**config.mk**
```make
export PLATFORM = sky130hd
export DESIGN_NAME = hazard_unit
export DESIGN_NICKNAME = d
export VERILOG_FILES = /design/src/rtl/hazard_unit.sv
export SDC_FILE = /design/constraint.sdc
export NUM_CORES = 1
export LEC_CHECK = 0
export CAP_MARGIN = 30
export CORE_ASPECT_RATIO = 1.25
export CORE_UTILIZATION = 45
export DETAILED_ROUTE_END_ITERATION = 8
export PLACE_DENSITY = 0.82
export SYNTH_ARGS = -nofsm -noshare
export SYNTH_HDL_FRONTEND = slang
export SYNTH_SLANG_ARGS = --single-unit
```
**constraint.sdc**
```tcl
create_clock -name clk -period 2.4 [get_ports clk]
set_input_delay 0.24 -clock clk [delete_from_list [all_inputs] [get_ports clk]]
set_output_delay 0.24 -clock clk [all_outputs]
set_load 0.01 [all_outputs]
```
**src/rtl/hazard_unit.sv**
```systemverilog
`default_nettype none
// ============================================================================
//  Module   : hazard_unit
//  Purpose  : Pipeline hazard control for a 5-stage in-order core.
//             Detects load-use stalls and taken-branch flushes, drives the
//             PC/IF-ID enables and bubble controls, registers the operand
//             forwarding selects aligned with ID/EX, and keeps saturating
//             stall/flush event counters.
//  Revision : 1.0 - initial release
// ============================================================================
module hazard_unit #(
   parameter int reg_bits = 5,
   parameter int cnt_bits = 16
) (
   input  logic                clk,
   input  logic                rst_n,
   input  logic                valid_id,
   input  logic [reg_bits-1:0] rs1_id,
   input  logic [reg_bits-1:0] rs2_id,
   input  logic [reg_bits-1:0] rd_id,
   input  logic                mem_read_id,
   input  logic                reg_write_id,
   input  logic                branch_taken_ex,
   output logic                pc_write,
   output logic                if_id_write,
   output logic                if_id_flush,
   output logic                id_ex_flush,
   output logic [1:0]          fwd_a_ex,
   output logic [1:0]          fwd_b_ex,
   output logic [1:0]          state_o,
   output logic [cnt_bits-1:0] stall_count,
   output logic [cnt_bits-1:0] flush_count
);

   typedef enum logic [1:0] {
      ST_RUN   = 2'b00,
      ST_STALL = 2'b01,
      ST_FLUSH = 2'b10
   } state_t;

   localparam logic [1:0]          c_fwd_rf  = 2'b00;
   localparam logic [1:0]          c_fwd_mem = 2'b10;  // EX/MEM result
   localparam logic [1:0]          c_fwd_wb  = 2'b01;  // MEM/WB result
   localparam logic [cnt_bits-1:0] c_cnt_max = {cnt_bits{1'b1}};
   localparam logic [cnt_bits-1:0] c_cnt_one = {{(cnt_bits-1){1'b0}}, 1'b1};

   state_t r_state;
   state_t w_state_nxt;

   // Shadow copies of the instructions currently in EX and MEM
   logic                r_ex_valid;
   logic [reg_bits-1:0] r_ex_rd;
   logic                r_ex_mem_read;
   logic                r_ex_reg_write;
   logic                r_mem_valid;
   logic [reg_bits-1:0] r_mem_rd;
   logic                r_mem_reg_write;

   logic [1:0]          r_fwd_a;
   logic [1:0]          r_fwd_b;
   logic [cnt_bits-1:0] r_stall_count;
   logic [cnt_bits-1:0] r_flush_count;

   logic       w_branch;
   logic       w_load_use_raw;
   logic       w_stall;
   logic       w_bubble;
   logic       w_ex_can_fwd;
   logic       w_mem_can_fwd;
   logic [1:0] w_fwd_a;
   logic [1:0] w_fwd_b;

   // A branch seen while in reset is ignored; x0 is never a hazard source
   assign w_branch       = rst_n & branch_taken_ex;
   assign w_load_use_raw = rst_n & valid_id & r_ex_valid & r_ex_mem_read &
                           (r_ex_rd != '0) &
                           ((r_ex_rd == rs1_id) | (r_ex_rd == rs2_id));
   // Branch wins: the dependent instruction is being squashed anyway
   assign w_stall        = w_load_use_raw & ~w_branch;
   assign w_bubble       = w_branch | w_load_use_raw;

   assign w_ex_can_fwd  = r_ex_valid  & r_ex_reg_write  & (r_ex_rd  != '0);
   assign w_mem_can_fwd = r_mem_valid & r_mem_reg_write & (r_mem_rd != '0);

   // Forwarding source for each ID operand; the younger (EX) producer wins
   always_comb begin
      w_fwd_a = c_fwd_rf;
      w_fwd_b = c_fwd_rf;
      if (w_ex_can_fwd && (r_ex_rd == rs1_id))
         w_fwd_a = c_fwd_mem;
      else if (w_mem_can_fwd && (r_mem_rd == rs1_id))
         w_fwd_a = c_fwd_wb;
      if (w_ex_can_fwd && (r_ex_rd == rs2_id))
         w_fwd_b = c_fwd_mem;
      else if (w_mem_can_fwd && (r_mem_rd == rs2_id))
         w_fwd_b = c_fwd_wb;
   end

   // Next state and pipeline control outputs
   always_comb begin
      w_state_nxt = r_state;
      pc_write    = 1'b1;
      if_id_write = 1'b1;
      if_id_flush = 1'b0;
      id_ex_flush = 1'b0;

      if (w_branch) begin
         if_id_flush = 1'b1;
         id_ex_flush = 1'b1;
      end else if (w_stall) begin
         pc_write    = 1'b0;
         if_id_write = 1'b0;
         id_ex_flush = 1'b1;
      end

      case (r_state)
         ST_RUN: begin
            if (w_branch)
               w_state_nxt = ST_FLUSH;
            else if (w_stall)
               w_state_nxt = ST_STALL;
            else
               w_state_nxt = ST_RUN;
         end
         ST_STALL: w_state_nxt = w_branch ? ST_FLUSH : ST_RUN;
         ST_FLUSH: w_state_nxt = w_branch ? ST_FLUSH : ST_RUN;
         default:  w_state_nxt = ST_RUN;
      endcase
   end

   // State register
   always_ff @(posedge clk or negedge rst_n) begin
      if (!rst_n)
         r_state <= ST_RUN;
      else
         r_state <= w_state_nxt;
   end

   // Shadow EX/MEM records and forwarding selects aligned with ID/EX
   always_ff @(posedge clk or negedge rst_n) begin
      if (!rst_n) begin
         r_ex_valid      <= 1'b0;
         r_ex_rd         <= '0;
         r_ex_mem_read   <= 1'b0;
         r_ex_reg_write  <= 1'b0;
         r_mem_valid     <= 1'b0;
         r_mem_rd        <= '0;
         r_mem_reg_write <= 1'b0;
         r_fwd_a         <= c_fwd_rf;
         r_fwd_b         <= c_fwd_rf;
      end else begin
         r_mem_valid     <= r_ex_valid;
         r_mem_rd        <= r_ex_rd;
         r_mem_reg_write <= r_ex_reg_write;
         if (w_bubble) begin
            r_ex_valid <= 1'b0;
            r_fwd_a    <= c_fwd_rf;
            r_fwd_b    <= c_fwd_rf;
         end else begin
            r_ex_valid     <= valid_id;
            r_ex_rd        <= rd_id;
            r_ex_mem_read  <= mem_read_id;
            r_ex_reg_write <= reg_write_id;
            r_fwd_a        <= w_fwd_a;
            r_fwd_b        <= w_fwd_b;
         end
      end
   end

   // Saturating event counters
   always_ff @(posedge clk or negedge rst_n) begin
      if (!rst_n) begin
         r_stall_count <= '0;
         r_flush_count <= '0;
      end else begin
         if (w_stall && (r_stall_count != c_cnt_max))
            r_stall_count <= r_stall_count + c_cnt_one;
         if (w_branch && (r_flush_count != c_cnt_max))
            r_flush_count <= r_flush_count + c_cnt_one;
      end
   end

   assign state_o     = r_state;
   assign fwd_a_ex    = r_fwd_a;
   assign fwd_b_ex    = r_fwd_b;
   assign stall_count = r_stall_count;
   assign flush_count = r_flush_count;

endmodule
`default_nettype wire

```
Word level (Yosys, flattened, before mapping) --
Cells that the tools add are included.
Storage, ports and cells: flip-flop bits (word level) 53, logic and storage cells 62, input bits 21
Operators by class: reduce and logical (&&, ||, !) cells 10, $add $sub $neg 2, mux-type cells 16, eq/ne operators 8, bitwise logic cells 14
Operator list (count):
- $add 16x1->16 const B | 2
- $ne 16x16->1 const B | 2
- $eq 5x5->1 | 4
- $mux 2 | 6
- $and 1x1->1 | 11
- $reduce_bool 5->1 | 2
- $mux 1 | 9
- $logic_and 1x1->1 | 6
- $pmux 2 s2 | 1
- $eq 2x1->1 const B | 1
- $eq 2x2->1 const B | 1
- $logic_not 2->1 | 1
- $or 1x1->1 | 2
- $reduce_or 2->1 | 1
- $not 1->1 | 1

Depth between registers and ports, before layout --
Gate-level depths: netlist of run 1.
word-level depth 9, mapped depth 8

Worst setup path after synthesis of run 1 --
OpenSTA, ideal clock, no wires.
path kind flip-flop to output port, start register r_ex_rd[0], end output pc_write, arrival 1.761 ns, stages on the path, launching flop included 9, slack 0.399 ns, cells stage by stage dfrtp_1 or4_1 o21a_1 nand2b_1 a21oi_2 buf_6 buf_8 nand2_1 buf_4
On the way: word-level cells in the longest chain between the ends 6, elaborated cells on any way between the ends 9, those cells by class eq/ne (2); mux (2); bitwise (4); reduce/logical (1)
RTL lines:
- start: declaration | line 52 | logic [reg_bits-1:0] r_ex_rd;
- start signal: assignment | line 161 | r_ex_rd <= rd_id;
- $eq 5x5->1 / $reduce_bool 5->1 (equally long branches) | line 77, 76
- $or 1x1->1 / $and 1x1->1 (equally long branches) | line 77, 75
- $and 1x1->1 * | line 76 | (r_ex_rd != '0) &
- $and 1x1->1 * | line 79 | assign w_stall = w_load_use_raw & ~w_branch;
- $mux 1 * (2 in a row)
- end: declaration | line 24 | output logic pc_write,
Mark *: on every way between the ends. The rest lies on a longest branch, timed or not.

Worst setup path in the final report of run 1 --
start register r_ex_rd[1], end output pc_write
On the way: word-level cells in the longest chain between the ends 6, elaborated cells on any way between the ends 9, those cells by class eq/ne (2); mux (2); bitwise (4); reduce/logical (1)
RTL lines:
- $eq 5x5->1 / $reduce_bool 5->1 (equally long branches) | line 77, 76
- $or 1x1->1 / $and 1x1->1 (equally long branches) | line 77, 75
- $and 1x1->1 * | line 76
- $and 1x1->1 * | line 79
- $mux 1 * | line 110 | end else if (w_stall) begin
- $mux 1 * | line 107 | if (w_branch) begin
Marked as above.

==> results of run 1 <==
## final timing paths
kind | startpoint | end | cells after the start
worst max-delay path | r_ex_rd[1] | pc_write | 7
worst min-delay path | rst_n | stall_count[6] | 2
worst max register to register | r_ex_rd[1] | stall_count[1] | 8
worst min register to register | r_ex_valid | r_mem_valid | 0
max in group asynchronous | rst_n | r_ex_rd[2] | 2
min in group clk | rst_n | fwd_b_ex[1] | 4
## sequential cells by signal (all words and copies together) (netlist names), 2 cells and up
register	flops
r_ex_rd	5
r_mem_rd	5
stall_count	16
flush_count	16
fwd_a_ex	2
fwd_b_ex	2
state_o	2
## cells in the final DEF (no fill, tap or decap), drive strengths merged, types with 2 or more instances in the layout
master / count
a21oi: 5
a41oi: 2
and2: 2
and3: 9
buf: 9
clkbuf: 6
clkdlybuf4s50: 58
clkinvlp: 2
dfrtp: 53
dlygate4sd2: 3
ha: 4
inv: 7
mux2: 11
nand2: 15
nand2b: 4
nand3: 24
nand4: 7
nor2: 14
nor3: 8
nor4: 4
or3: 2
or4: 2
xnor2: 32
xor2: 13
## layer usage
layer | share of wire | wire, microns | vias to the layer above
met5 | 0 | 0 | -
met4 | 0.020 | 111 | 0
met3 | 0.042 | 226 | 12
met2 | 0.53 | 2870 | 47
met1 | 0.41 | 2220 | 942
li1 | - | - | 933
## cell type report
cell class	instances	share of cell area
clock buffers	6	0.0214
clock inverters	2	0.00444
inverters	7	0.00776
multi-input cells	165	0.352
flip-flops and latches	53	0.392
well taps	64	0.0237
repair buffers	70	0.199
## cell families after synthesis
| kind of cell | synth area share |
|---|---|
| xor gates and xnor gates | 0.152 |
| DFF | 0.513 |
| adders and majority gates | 0.0194 |
| buffers and inverters | 0.0295 |
| muxes | 0.0479 |
| and+or+nand+nor | 0.199 |
| AOI/OAI and AO/OA | 0.0392 |
## power by group through the flow
stage          Combinational [uW]  Sequential (uW)  Clock [uW]
2_1_floorplan                 152             1100           0
5_1_grt                       430             1090         544
4_1_cts                       403             1070         507
3_3_place_gp                  387             1080           0
6_report                      397             1070         488
3_5_place_dp                  399             1090           0
## cell usage after synthesis
cell type | count | area (sq um)
a21oi_1 | 2 | 10.0
a21oi_2 | 3 | 26.3
a31oi_1 | 1 | 6.26
a41oi_2 | 2 | 32.5
and2_1 | 2 | 12.5
and3_1 | 9 | 56.3
and4_1 | 1 | 8.76
buf_2 | 1 | 5.00
buf_4 | 1 | 7.51
buf_6 | 2 | 22.5
buf_8 | 1 | 15.0
dfrtp_1 | 53 | 1330
ha_1 | 4 | 50.1
inv_1 | 7 | 26.3
mux2_1 | 7 | 78.8
mux2_2 | 4 | 45.0
nand2_1 | 13 | 48.8
nand2_2 | 2 | 12.5
nand2b_1 | 4 | 25.0
nand3_1 | 21 | 105
nand3_2 | 3 | 30.0
nand4_1 | 7 | 43.8
nor2_1 | 13 | 48.8
nor2_4 | 1 | 11.3
nor2b_1 | 1 | 6.26
nor3_1 | 8 | 40.0
nor4_1 | 3 | 18.8
nor4_2 | 1 | 12.5
o2111ai_1 | 1 | 8.76
o21a_1 | 1 | 7.51
o311a_1 | 1 | 10.0
or2_2 | 1 | 6.26
or3_1 | 2 | 12.5
or4_1 | 2 | 15.0
xnor2_1 | 32 | 280
xor2_1 | 13 | 114
## through the flow
stage               setup slack [ps]  instance area, sq um  hold slack [ps]  cells
floorplan                        399                  2590            -55.6    230
global placement                16.3                  3290              324    359
global route                    7.41                  3380             7.59    367
detailed placement            -0.549                  3290              332    359
finish                           119                  3380            -12.1    367
CTS                             89.9                  3380             3.23    367
## timing repair
item                       4_1_cts  5_1_grt
pin swaps                        0        0
resized for setup                4        1
setup endpoints to repair        3        1
==> results_dict.tcl, run 1 <==
set metrics [dict create \
    status "finished, violations left" \
    violations "negative hold slack" \
    power_frac_seq 0.547 \
    hold_violations 33 \
    start_kind "flip-flop" \
    ir_drop_v 0.000596 \
    maxCapViolations 0 \
    crit_required_ps 2160 \
    num-nets-final 327 \
    p_leak_uw 0.00138 \
    syn_nets 255 \
    cp_top_family "simple AND/OR/NAND/NOR gates" \
    dieArea_sq_um 6060 \
    viasPerCell 5.27 \
    crit_type "flip-flop to primary output" \
    ff2ff_setup_slack_ps 230 \
    grtUsageTotal 0.186 \
    grt_pass1_vias 1945 \
    power.switching_uw 546 \
    busiest_layer "met2" \
    htree_levels 2 \
    utilization 0.618 \
    place_hpwl_mm 4.15 \
    cts-buffers-inserted 5 \
    num_io_pins 63 \
    grt_pass1_wl_mm 9.01 \
    seqCellArea_sq_um 1330 \
    rows 30 \
    start_util 0.472 \
    routabilityCongestion 0.891 \
    setup_tns_ps 0 \
    clk_latency_ps 300 \
    drt_iter0_markers 86 \
    combinationalPowerShare 0.203 \
    ys_types 36 \
    tritoncts "built" \
    nFillCells 444 \
    fin_crit_ps 2280 \
    overflow 0 \
    drive_above_1_share 0.112 \
    dr_total_vias 1934 \
    crit_fanout 4 \
    postRouteAntennaNets 0 \
    syn_to_final_growth_pct 30.9 \
    die_y_microns 86.8 \
    synth-warning-count 0 \
    wl_mm 5.43 \
    post_cts_buffers 0 \
    coreArea_sq_um 5480 \
    met1_usage 0.225 \
    antenna_cells 0 \
    holdWs_ps -12.1 \
    wl_per_cell_microns 14.8 \
    fin_skew_ps 6.71 \
    cts_root_buffer "clkbuf_8" \
    crit_arrival_ps 2040 \
    powerDensity_nw_per_um2 578 \
    swShare 0.279 \
    power_uw 1960 \
    syn_inst 230 \
    syn_avg_cell_area_sq_um 11.2 \
    antenna_found_initial 0 \
    met3_usage 0.0372 \
    clkSlewWorstSetupHoldPaths_ps 90 \
    min_path_type "primary input to asynchronous set/reset pin" \
    crit_path_cell_trace "buf_4 > xor2_1 > nor3_1 > nand3_1 > a21oi_4 > nand2_1 > dlygate4sd2_1" \
    fin_crit_sh 0.950 \
    fp.dieW_microns 69.8 \
    clock_power_share 0.250 \
    grt_use_met2 0.330 \
    cp_slowest_cell "dfrtp_1" \
    slowest_delay_ps 390 \
    setup_violations 0 \
    relSlewSlack 0.673 \
    cellInternalPower_uw 1410 \
    ys_seq_elements 53 \
    drc_errors 0 \
    rsz0062_at_grt "no" \
    synth_area_sq_um 2590 \
    clock_path_buffers 2 \
    grt_max_degree 28 \
    hold_buffers 0 \
    worstMarginPinSlew_ps 489 \
    ys_seq_area_frac 0.513 \
    fmaxAchievable_ghz 0.438 \
    multi_input_area_sq_um 1190 \
    slew_violations 0 \
    crit_buf_inv 2 \
    endpoint_kind "primary output" \
    clock-sinks 53 \
    portBuffers 62 \
    dr.pass1.iters 4 \
]
Power figures use the tool's default switching activity.
==> run 2: changes to the inputs <==
CTS_CLUSTER_DIAMETER = 30   (was not set)
==> results of run 2 <==
The final DEF is identical to that of run 1; final timing and power are the same.
==> run 3: changes to the inputs <==
ABC_CLOCK_PERIOD_IN_PS = 1900   (was not set)
CORE_UTILIZATION = 44   (was 45)
PLACE_DENSITY = 0.83   (was 0.82)
clock period = 1.9 ns   (was 2.4 ns; I/O delays follow)
==> run 3 against run 2 <==
Net effect:
- the run ends with design-rule violations, negative setup slack left
- final area rose by 13%
- sequential power rose by 24%
- sequential share of layout area decreased by 4.4 points
- combinational power grew 59%
- critical endpoint unchanged
==> results_dict.tcl, run 3 (synthesis results as in run 1) <==
set metrics [dict create \
    powerDensity_nw_per_um2 705 \
    utilization 0.686 \
    clk_latency_ps 290 \
    worstMarginPinSlew_ps 604 \
    clock_path_buffers 2 \
    wl_mm 6.12 \
    grt_pass1_vias 2113 \
    clock_power_share 0.269 \
    pre_cts_slack_ps -383 \
    multi_input_area_sq_um 1270 \
    swShare 0.264 \
    fin_crit_sh 1.13 \
    htree_levels 2 \
    final_common_cell "clkdlybuf4s50_1" \
    place_hpwl_mm 4.40 \
    slew_violations 0 \
    clkSlewWorstSetupHoldPaths_ps 90 \
    cp-endpoint "pc_write" \
    p_leak_uw 0.00164 \
    routabilityCongestion 0.871 \
    status "finished, violations left" \
    combinationalPowerShare 0.236 \
    violations "design-rule violations, negative setup slack" \
    die_y_microns 87.7 \
    power_frac_seq 0.496 \
    crit_fanout 3 \
    wl_per_cell_microns 15.2 \
    dr_total_vias 2069 \
    antenna_cells 0 \
    relSlewSlack 0.598 \
    antenna_found_initial 0 \
    rsz0062_at_grt "yes" \
    start_kind "flip-flop" \
    postRouteAntennaNets 0 \
    tritoncts "built" \
    start_util 0.466 \
    nFillCells 445 \
    setup_slack_ps -252 \
    dieArea_sq_um 6190 \
    reg2regPathDepth 8 \
    cts_root_buffer "clkbuf_8" \
    endpoint_kind "primary output" \
    clock-sinks 53 \
    maxCapViolations 0 \
    fmaxAchievable_ghz 0.465 \
    dr.pass1.iters 6 \
    viasPerCell 5.13 \
    crit_type "flip-flop to primary output" \
    crit_required_ps 1710 \
    crit_arrival_ps 1960 \
    r2r_start "r_ex_rd[1]" \
    ff2ff_setup_slack_ps -220 \
    grtUsageTotal 0.202 \
    drc_errors 14 \
    power_uw 2690 \
    portBuffers 62 \
    most-common-layout-cells "clkdlybuf4s50_1 (58), dfrtp_1 (53), buf_4 (35), xnor2_1 (31), nand3_1 (20)" \
    cp-startpoint "r_ex_rd[3]" \
    rows 30 \
    grt_pass1_wl_mm 9.62 \
    drive_above_1_share 0.254 \
    fp.dieW_microns 70.6 \
    cellInternalPower_uw 1980 \
    cts-buffers-inserted 5 \
    fin_skew_ps 7.21 \
    fin_crit_ps 2150 \
    drt_iter0_markers 90 \
    setup_violations 28 \
    ir_drop_v 0.000654 \
    syn_to_final_growth_pct 47.3 \
    num-nets-final 364 \
    coreArea_sq_um 5560 \
    hold_violations 0 \
    power.switching_uw 710 \
    overflow 0 \
    r2r-end "r_ex_reg_write" \
    grt_max_degree 49 \
    min_path_type "primary input to asynchronous set/reset pin" \
    num_io_pins 63 \
    seqCellArea_sq_um 1330 \
]
run 3: what timing repair did:
| item | 4_1_cts | 5_1_grt |
|---|---|---|
| endpoints found under the setup margin | 27 | 32 |
| endpoints found under the hold margin | 5 | 0 |
| resized for setup | 26 | 19 |
| pin swaps | 9 | 10 |
| buffers inserted | 11 | 3 |
| hold buffers | 1 | 0 |
run 3: area by class of cell:
type / instances / area share
inverter: 7 / 0.00690
timing repair buffer: 107 / 0.264
multi-input combinational: 165 / 0.333
clock inverter: 2 / 0.00920
clock buffer: 5 / 0.0181
sequential: 53 / 0.348
tap: 64 / 0.0210
run 3: per-stage QoR:
stage / hold slack [ps] / TNS, ps / cell area (sq um) / cells
finish: 65.8 / -3690 / 3810 / 403
global route: 94.0 / -6030 / 3810 / 403
CTS: 88.0 / -3000 / 3730 / 404
global placement: 6.55 / -6140 / 3510 / 387
floorplan: -106 / 0 / 2590 / 230
detailed placement: 8.88 / -5900 / 3510 / 387
run 3: power groups by stage:
stage | combinational [uW] | sequential, uW | clock [uW]
2_1_floorplan | 193 | 1390 | 0
3_3_place_gp | 582 | 1350 | 0
3_5_place_dp | 593 | 1350 | 0
4_1_cts | 621 | 1330 | 750
5_1_grt | 692 | 1340 | 802
6_report | 633 | 1330 | 722
run 3: worst min path at each step:
stage,cells past startpoint,endpoint,start,slack [ps]
4_1_cts,2,stall_count[5],rst_n,90
3_5_place_dp,1,r_ex_valid,rst_n,9
5_1_grt,2,r_ex_reg_write,rst_n,90
3_3_place_gp,1,r_ex_valid,rst_n,7
2_1_floorplan,0,flush_count[0],rst_n,-110
6_report,2,r_mem_reg_write,rst_n,70
run 3: metal layers:
layer,global-route usage,wire length [microns],up-vias
met4,0.0727,112,0
met2,0.378,3200,54
met5,0,0,-
met1,0.240,2610,998
met3,0.0253,200,8
li1,-,-,1009
run 3: worst max-delay path, cell delays in order, from the launching register on:
cell	delay, ps
dfrtp_1	430
buf_6	130
xor2_1	150
nor3_1	190
nand3_1	140
buf_4	170
a21oi_4	140
buf_6	140
nand2_4	60
buf_6	120
